### src/rtl/formula_requester_pkg.sv
// rtl/formula_requester_pkg.sv - shared state encoding and default sizing for the formula requester
package formula_requester_pkg;
   localparam int W_DEF       = 16;
   localparam int DEPTH_DEF   = 8;
   localparam int TIMEOUT_DEF = 64;

   localparam logic [2:0] S_IDLE     = 3'd0;
   localparam logic [2:0] S_ISSUE    = 3'd1;
   localparam logic [2:0] S_WAIT_ACK = 3'd2;
   localparam logic [2:0] S_STORE    = 3'd3;
   localparam logic [2:0] S_DONE     = 3'd4;
endpackage

### src/rtl/formula_result_buf.sv
// rtl/formula_result_buf.sv - DEPTH x W result memory, one write port, registered read port
module formula_result_buf
   import formula_requester_pkg::*;
#(
   parameter int W     = W_DEF,
   parameter int DEPTH = DEPTH_DEF
) (
   input  logic                     Clk,
   input  logic                     Rst,
   input  logic                     we,
   input  logic [$clog2(DEPTH)-1:0] waddr,
   input  logic [W-1:0]             wdata,
   input  logic [$clog2(DEPTH)-1:0] rd_addr,
   output logic [W-1:0]             rd_data
);
   logic [W-1:0] mem [DEPTH];

   // Contents survive reset; only the read register is cleared.
   always_ff @(posedge Clk) begin
      if (we) mem[waddr] <= wdata;
   end

   always_ff @(posedge Clk) begin
      if (Rst) rd_data <= '0;
      else     rd_data <= mem[rd_addr];
   end
endmodule

### src/rtl/formula_requester.sv
// rtl/formula_requester.sv - batch initiator for the formula engine start/ack handshake
// Optional ack watchdog enabled by defining FORMULA_REQ_TIMEOUT_EN.
module formula_requester
   import formula_requester_pkg::*;
#(
   parameter int W       = W_DEF,
   parameter int DEPTH   = DEPTH_DEF,
   parameter int TIMEOUT = TIMEOUT_DEF
) (
   input  logic                     Clk,
   input  logic                     Rst,
   input  logic                     go,
   input  logic [W-1:0]             n_first,
   input  logic [$clog2(DEPTH):0]   n_count,
   output logic                     busy,
   output logic                     done,
   output logic                     err,
   output logic [W-1:0]             total,
   input  logic [$clog2(DEPTH)-1:0] rd_addr,
   output logic [W-1:0]             rd_data,
   output logic                     req_start,
   output logic [W-1:0]             req_n,
   input  logic [W-1:0]             eng_sum,
   input  logic                     eng_ack
);
   localparam int AW = $clog2(DEPTH);
   localparam int CW = AW + 1;

   logic [2:0]    state;
   logic [CW-1:0] cnt;
   logic [CW-1:0] cnt_cap;
   logic [AW-1:0] idx;
   logic          ack_q;
   logic          ack_edge;
   logic          buf_we;
   logic          expired;

   // Ack is level-style, so only a fresh rise marks a new result.
   assign ack_edge  = eng_ack & ~ack_q;
   assign buf_we    = (state == S_WAIT_ACK) && ack_edge;
   assign req_start = (state == S_ISSUE);
   assign cnt_cap   = (n_count > CW'(DEPTH)) ? CW'(DEPTH) : n_count;

`ifdef FORMULA_REQ_TIMEOUT_EN
   logic [W-1:0] wd;

   // An ack edge in the expiry cycle still completes the job.
   assign expired = (state == S_WAIT_ACK) && (wd == W'(TIMEOUT - 1)) && !ack_edge;

   always_ff @(posedge Clk) begin
      if (Rst)                         wd <= '0;
      else if (state == S_WAIT_ACK)    wd <= wd + W'(1);
      else                             wd <= '0;
   end

   always_ff @(posedge Clk) begin
      if (Rst)                         err <= 1'b0;
      else if (state == S_IDLE && go)  err <= 1'b0;
      else if (expired)                err <= 1'b1;
   end
`else
   assign expired = 1'b0;
   assign err     = 1'b0;
`endif

   always_ff @(posedge Clk) begin
      if (Rst) begin
         state <= S_IDLE;
         busy  <= 1'b0;
         done  <= 1'b0;
         total <= '0;
         req_n <= '0;
         ack_q <= 1'b0;
         cnt   <= '0;
         idx   <= '0;
      end else begin
         ack_q <= eng_ack;
         done  <= 1'b0;
         case (state)
            S_IDLE: begin
               if (go) begin
                  req_n <= n_first;
                  cnt   <= cnt_cap;
                  idx   <= '0;
                  total <= '0;
                  busy  <= 1'b1;
                  state <= (cnt_cap != '0) ? S_ISSUE : S_DONE;
               end
            end
            S_ISSUE: state <= S_WAIT_ACK;
            S_WAIT_ACK: begin
               if (ack_edge) begin
                  total <= total + eng_sum;
                  state <= S_STORE;
               end else if (expired) begin
                  state <= S_DONE;
               end
            end
            S_STORE: begin
               idx   <= idx + AW'(1);
               req_n <= req_n + W'(1);
               cnt   <= cnt - CW'(1);
               state <= (cnt > CW'(1)) ? S_ISSUE : S_DONE;
            end
            S_DONE: begin
               done  <= 1'b1;
               busy  <= 1'b0;
               state <= S_IDLE;
            end
            default: state <= S_IDLE;
         endcase
      end
   end

   formula_result_buf #(.W(W), .DEPTH(DEPTH)) u_buf (
      .Clk     (Clk),
      .Rst     (Rst),
      .we      (buf_we),
      .waddr   (idx),
      .wdata   (eng_sum),
      .rd_addr (rd_addr),
      .rd_data (rd_data)
   );
endmodule
### config.mk
export PLATFORM = sky130hd
export DESIGN_NAME = formula_requester
export DESIGN_NICKNAME = d
export VERILOG_FILES = /design/src/rtl/formula_requester_pkg.sv /design/src/rtl/formula_result_buf.sv /design/src/rtl/formula_requester.sv
export SDC_FILE = /design/constraint.sdc
export NUM_CORES = 1
export LEC_CHECK = 0
export BUFFER_PORTS_ARGS = -buffer_cell sky130_fd_sc_hd__buf_2
export CAP_MARGIN = 20
export CELL_PAD_IN_SITES_DETAIL_PLACEMENT = 1
export CELL_PAD_IN_SITES_GLOBAL_PLACEMENT = 1
export CORE_MARGIN = 2
export CORE_UTILIZATION = 30
export CTS_CLUSTER_SIZE = 12
export DETAILED_ROUTE_END_ITERATION = 10
export PLACE_DENSITY_LB_ADDON = 0.1
export SYNTH_ARGS = -nofsm -noshare
export SYNTH_HDL_FRONTEND = slang
export SYNTH_SLANG_ARGS = --single-unit
export TNS_END_PERCENT = 10
### constraint.sdc
create_clock -name Clk -period 2.8 [get_ports Clk]
set_input_delay 0.28 -clock Clk [delete_from_list [all_inputs] [get_ports Clk]]
set_output_delay 0.28 -clock Clk [all_outputs]
set_load 0.005 [all_outputs]
==> impl_results.md <==
* Top-Level Pins at 95
* Port Buffers at 93
* GR Overflow Total at 0
* Final Cycle Share at 0.840
* Sequential fraction of design power at 0.514
* Comb power frac at 0.089
* CP delay by family, top: compound AO/OA/AOI/OAI gates
* DR DRC count at 2
* Worst path max stage delay at about 400 ps
* Initial antenna violation count at 0
* Clock Power Share at 0.397
* DRT iter0 DRCs at 272
* P per Cell Area at ~630 nW/µm²
* DRT Wirelength at approximately 21000 µm
* Row count at between 50 and 60
* P_leak at 3.51 nW
* GRT Resource Usage Total at 0.153
* Worst-path clk slew at approximately 80 ps
* Period minus WS final at around 2400 ps
* Htree depth at 4
* Cell chain of the critical path: ha_1, inv_1, fa_1, nor2b_1, o2111ai_2, a211oi_1, o31ai_1, a32o_1
* Skew final at 14.6 ps
* P&R area growth vs syn at 18.8%
* Full die area at approximately 28000 µm²
* DR vias/cell at around 5.1
* Max Cap Viol at 0
* Sw Share at 0.262
* Fin Setup TNS at 0 ps
* Worst setup startpoint: total[0]$_SDFFE_PP0P_
* Cell area after synthesis at around 8000 µm²
* Final hold violation count at 0
* Post-route setup slack at about 450 ps
* Outcome: finished, violations left
* Reg2Reg Launch Point: total[0]$_SDFFE_PP0P_
* Fmax at about 0.43 GHz
* Psw at approximately 1.6 mW
* Ys flop type: edfxtp_1
* CP startpoint kind: register
* Slew at the pin closest to its max-slew limit at 897 ps
* Critical path endpoint category: register
* Worst Path Buf+Inv at 1
* Slowest CP cell: fa_1
* Synthesized flop and latch total at 189
* Share of layout cells above drive strength 1 at 0.269
* CTS tree: done
* Fillers at 2775
* WL per Instance at around 20 µm
* RSZ-0062 raised after global routing: no
* Non-filler cells, final at between 1000 and 1500
* Post-synth EDFFs at about 130
* Initial core utilization at 0.307
* CTS sink cnt at between 150 and 200
* Clk buf depth at 2
* DIE HEIGHT at roughly 170 µm
* Tot Pwr at approximately 6.0 mW
* Total CTS buffers at 17
* Count of hold-fix buffers inserted at cts at 0
* WS Path Type: register to register
* Final Setup Violations at 0
* Vias in the first global route at between 5000 and 6000
* DRT Pass-1 Iters at 7
* Largest net degree at the start of global routing at 22
* Routed Antenna Nets at 0
* Post-Syn Area per Cell at 13.8 µm²
* First-pass GRT wire length at roughly 33000 µm
* Critical Path Fanout Max at 6
* Post-synth ARST share at 0
* Hold WS at roughly 38 ps
* Clk Latency, worst-skew pair at 440 ps
* GPL Wtd Cong at approximately 0.77
* Register area share after synthesis at 0.631
* Core Area at around 26000 µm²
* Syn Inst Count at 580
* Syn nets at roughly 640
* Final Slew Violations at 0
* Synth warn at 0
* Yosys cell types at 65
* Postcts setup bufs at 0
* Max VDD drop at 430 µV
* Critical hold path startpoint: n_first[2]
* P_int at between 4 and 5 mW
* CTS resizes at 0
* Die X-Extent at 168 µm
* Nets at 744
* Required time worst endpoint at approximately 3100 ps
* Failing checks: design-rule violations
* Clock root cell: clkbuf_16
* Dpl ws at between 300 and 400 ps
* Vias at approximately 5200
* Max transition margin at 0.400
* HPWL Detailed at 13700 µm
* Critical path arrival at around 2700 ps
* Hold/Removal Path Class: primary input to register
* Placed Instances at about 1000
[cell type report]
cell class | instances | area [µm²] | area share
clock buffers | 18 | 429 | 0.0450
clock inverters | 14 | 141 | 0.0148
multi-input cells | 351 | 2830 | 0.297
well taps | 335 | 419 | 0.0440
inverters | 10 | 37.5 | 0.00394
repair buffers | 112 | 608 | 0.0638
diodes | 1 | 2.50 | 0.000263
flip-flops and latches | 189 | 5060 | 0.532
[placed cells by master, fill, tap and decap left out, drive strengths merged, types with 3 or more instances in the layout]
cell type and n:
nand2b 3, a22oi 4, buf 112, and2 5, mux2i 16, inv 20, o21ai 17, and4 4
nor2b 5, o31ai 3, clkbuf 18, xnor2 5, a31oi 10, nand3 13, o211ai 5, a21oi 36
mux4 32, nand4 9, dfxtp 61, edfxtp 128, nand2 33, a21o 8, nor3b 3, nand3b 4
clkinv 3, or3 4, a211oi 7, nor2 49, ha 19, nor3 15, xor2 3, a32o 4
[cells by family after synthesis]
kind of cell | after synthesis | share of synthesized area
flip-flops | 189 | 0.631
AO/OA/AOI/OAI | 118 | 0.100
AND/OR/NAND/NOR | 155 | 0.0951
other | 1 | 0.000467
adder cells (fa/ha/maj) | 20 | 0.0321
buffers and inverters | 40 | 0.0209
XOR/XNOR | 8 | 0.00873
multiplexers | 49 | 0.111
[final timing paths]
kind	end	slack, ps	cells past startpoint
worst min register to register	total[4]$_SDFFE_PP0P_	490	2
worst max-delay path	total[12]$_SDFFE_PP0P_	450	8
worst min-delay path	req_n[2]$_SDFFE_PP0P_	40	2
worst max register to register	total[12]$_SDFFE_PP0P_	450	8
[metrics by stage]
stage / util / instance area (µm²)
2_1_floorplan: - / 8030
3_3_place_gp: 0.343 / 8950
3_5_place_dp: 0.343 / 8950
4_1_cts: 0.365 / 9530
5_1_grt: 0.365 / 9530
6_report: 0.365 / 9530
[synth_stat cells, types with 5 or more instances]
| cell type | instances | area share |
|---|---|---|
| nand2_1 | 33 | 0.015 |
| nor2_1 | 48 | 0.022 |
| inv_1 | 10 | 0.0047 |
| nand4_1 | 9 | 0.0070 |
| mux2i_1 | 16 | 0.020 |
| a31oi_1 | 9 | 0.0070 |
| a21o_1 | 7 | 0.0066 |
| xnor2_1 | 5 | 0.0055 |
| ha_1 | 19 | 0.030 |
| dfxtp_1 | 61 | 0.15 |
| edfxtp_1 | 128 | 0.48 |
| o211ai_1 | 5 | 0.0047 |
| o21ai_0 | 14 | 0.0087 |
| buf_2 | 8 | 0.0050 |
| nor2b_1 | 5 | 0.0039 |
| clkbuf_1 | 17 | 0.0080 |
| a211oi_1 | 7 | 0.0066 |
| mux4_2 | 32 | 0.090 |
| a21oi_1 | 35 | 0.022 |
| and2_1 | 5 | 0.0039 |
| nand3_1 | 13 | 0.0081 |
| nor3_1 | 15 | 0.0094 |
[metal layers]
| metal | GRT usage | part of all wire | up-vias |
|---|---|---|---|
| li1 | - | - | 2468 |
| met1 | 0.195 | 0.46 | 2671 |
| met2 | 0.258 | 0.49 | 78 |
| met3 | 0.0385 | 0.039 | 17 |
| met4 | 0.0420 | 0.012 | 0 |
| met5 | 0 | 0 | - |
[sequential cells by signal, summed over array words and instances (netlist names)]
| name | flops |
|---|---|
| ack_q | 1 |
| busy | 1 |
| cnt | 4 |
| done | 1 |
| idx | 3 |
| req_n | 16 |
| state | 3 |
| total | 16 |
| u_buf.mem | 128 |
| u_buf.rd_data | 16 |
[power groups by stage]
stage	registers, mW	logic [mW]	clock network (mW)
finish	3.10	0.536	2.40
global route	3.11	0.596	2.58
CTS	3.10	0.550	2.46
detailed placement	3.17	0.549	0
global placement	3.16	0.537	0
floorplan	3.15	0.327	0
(Power assumes the default switching activity.)
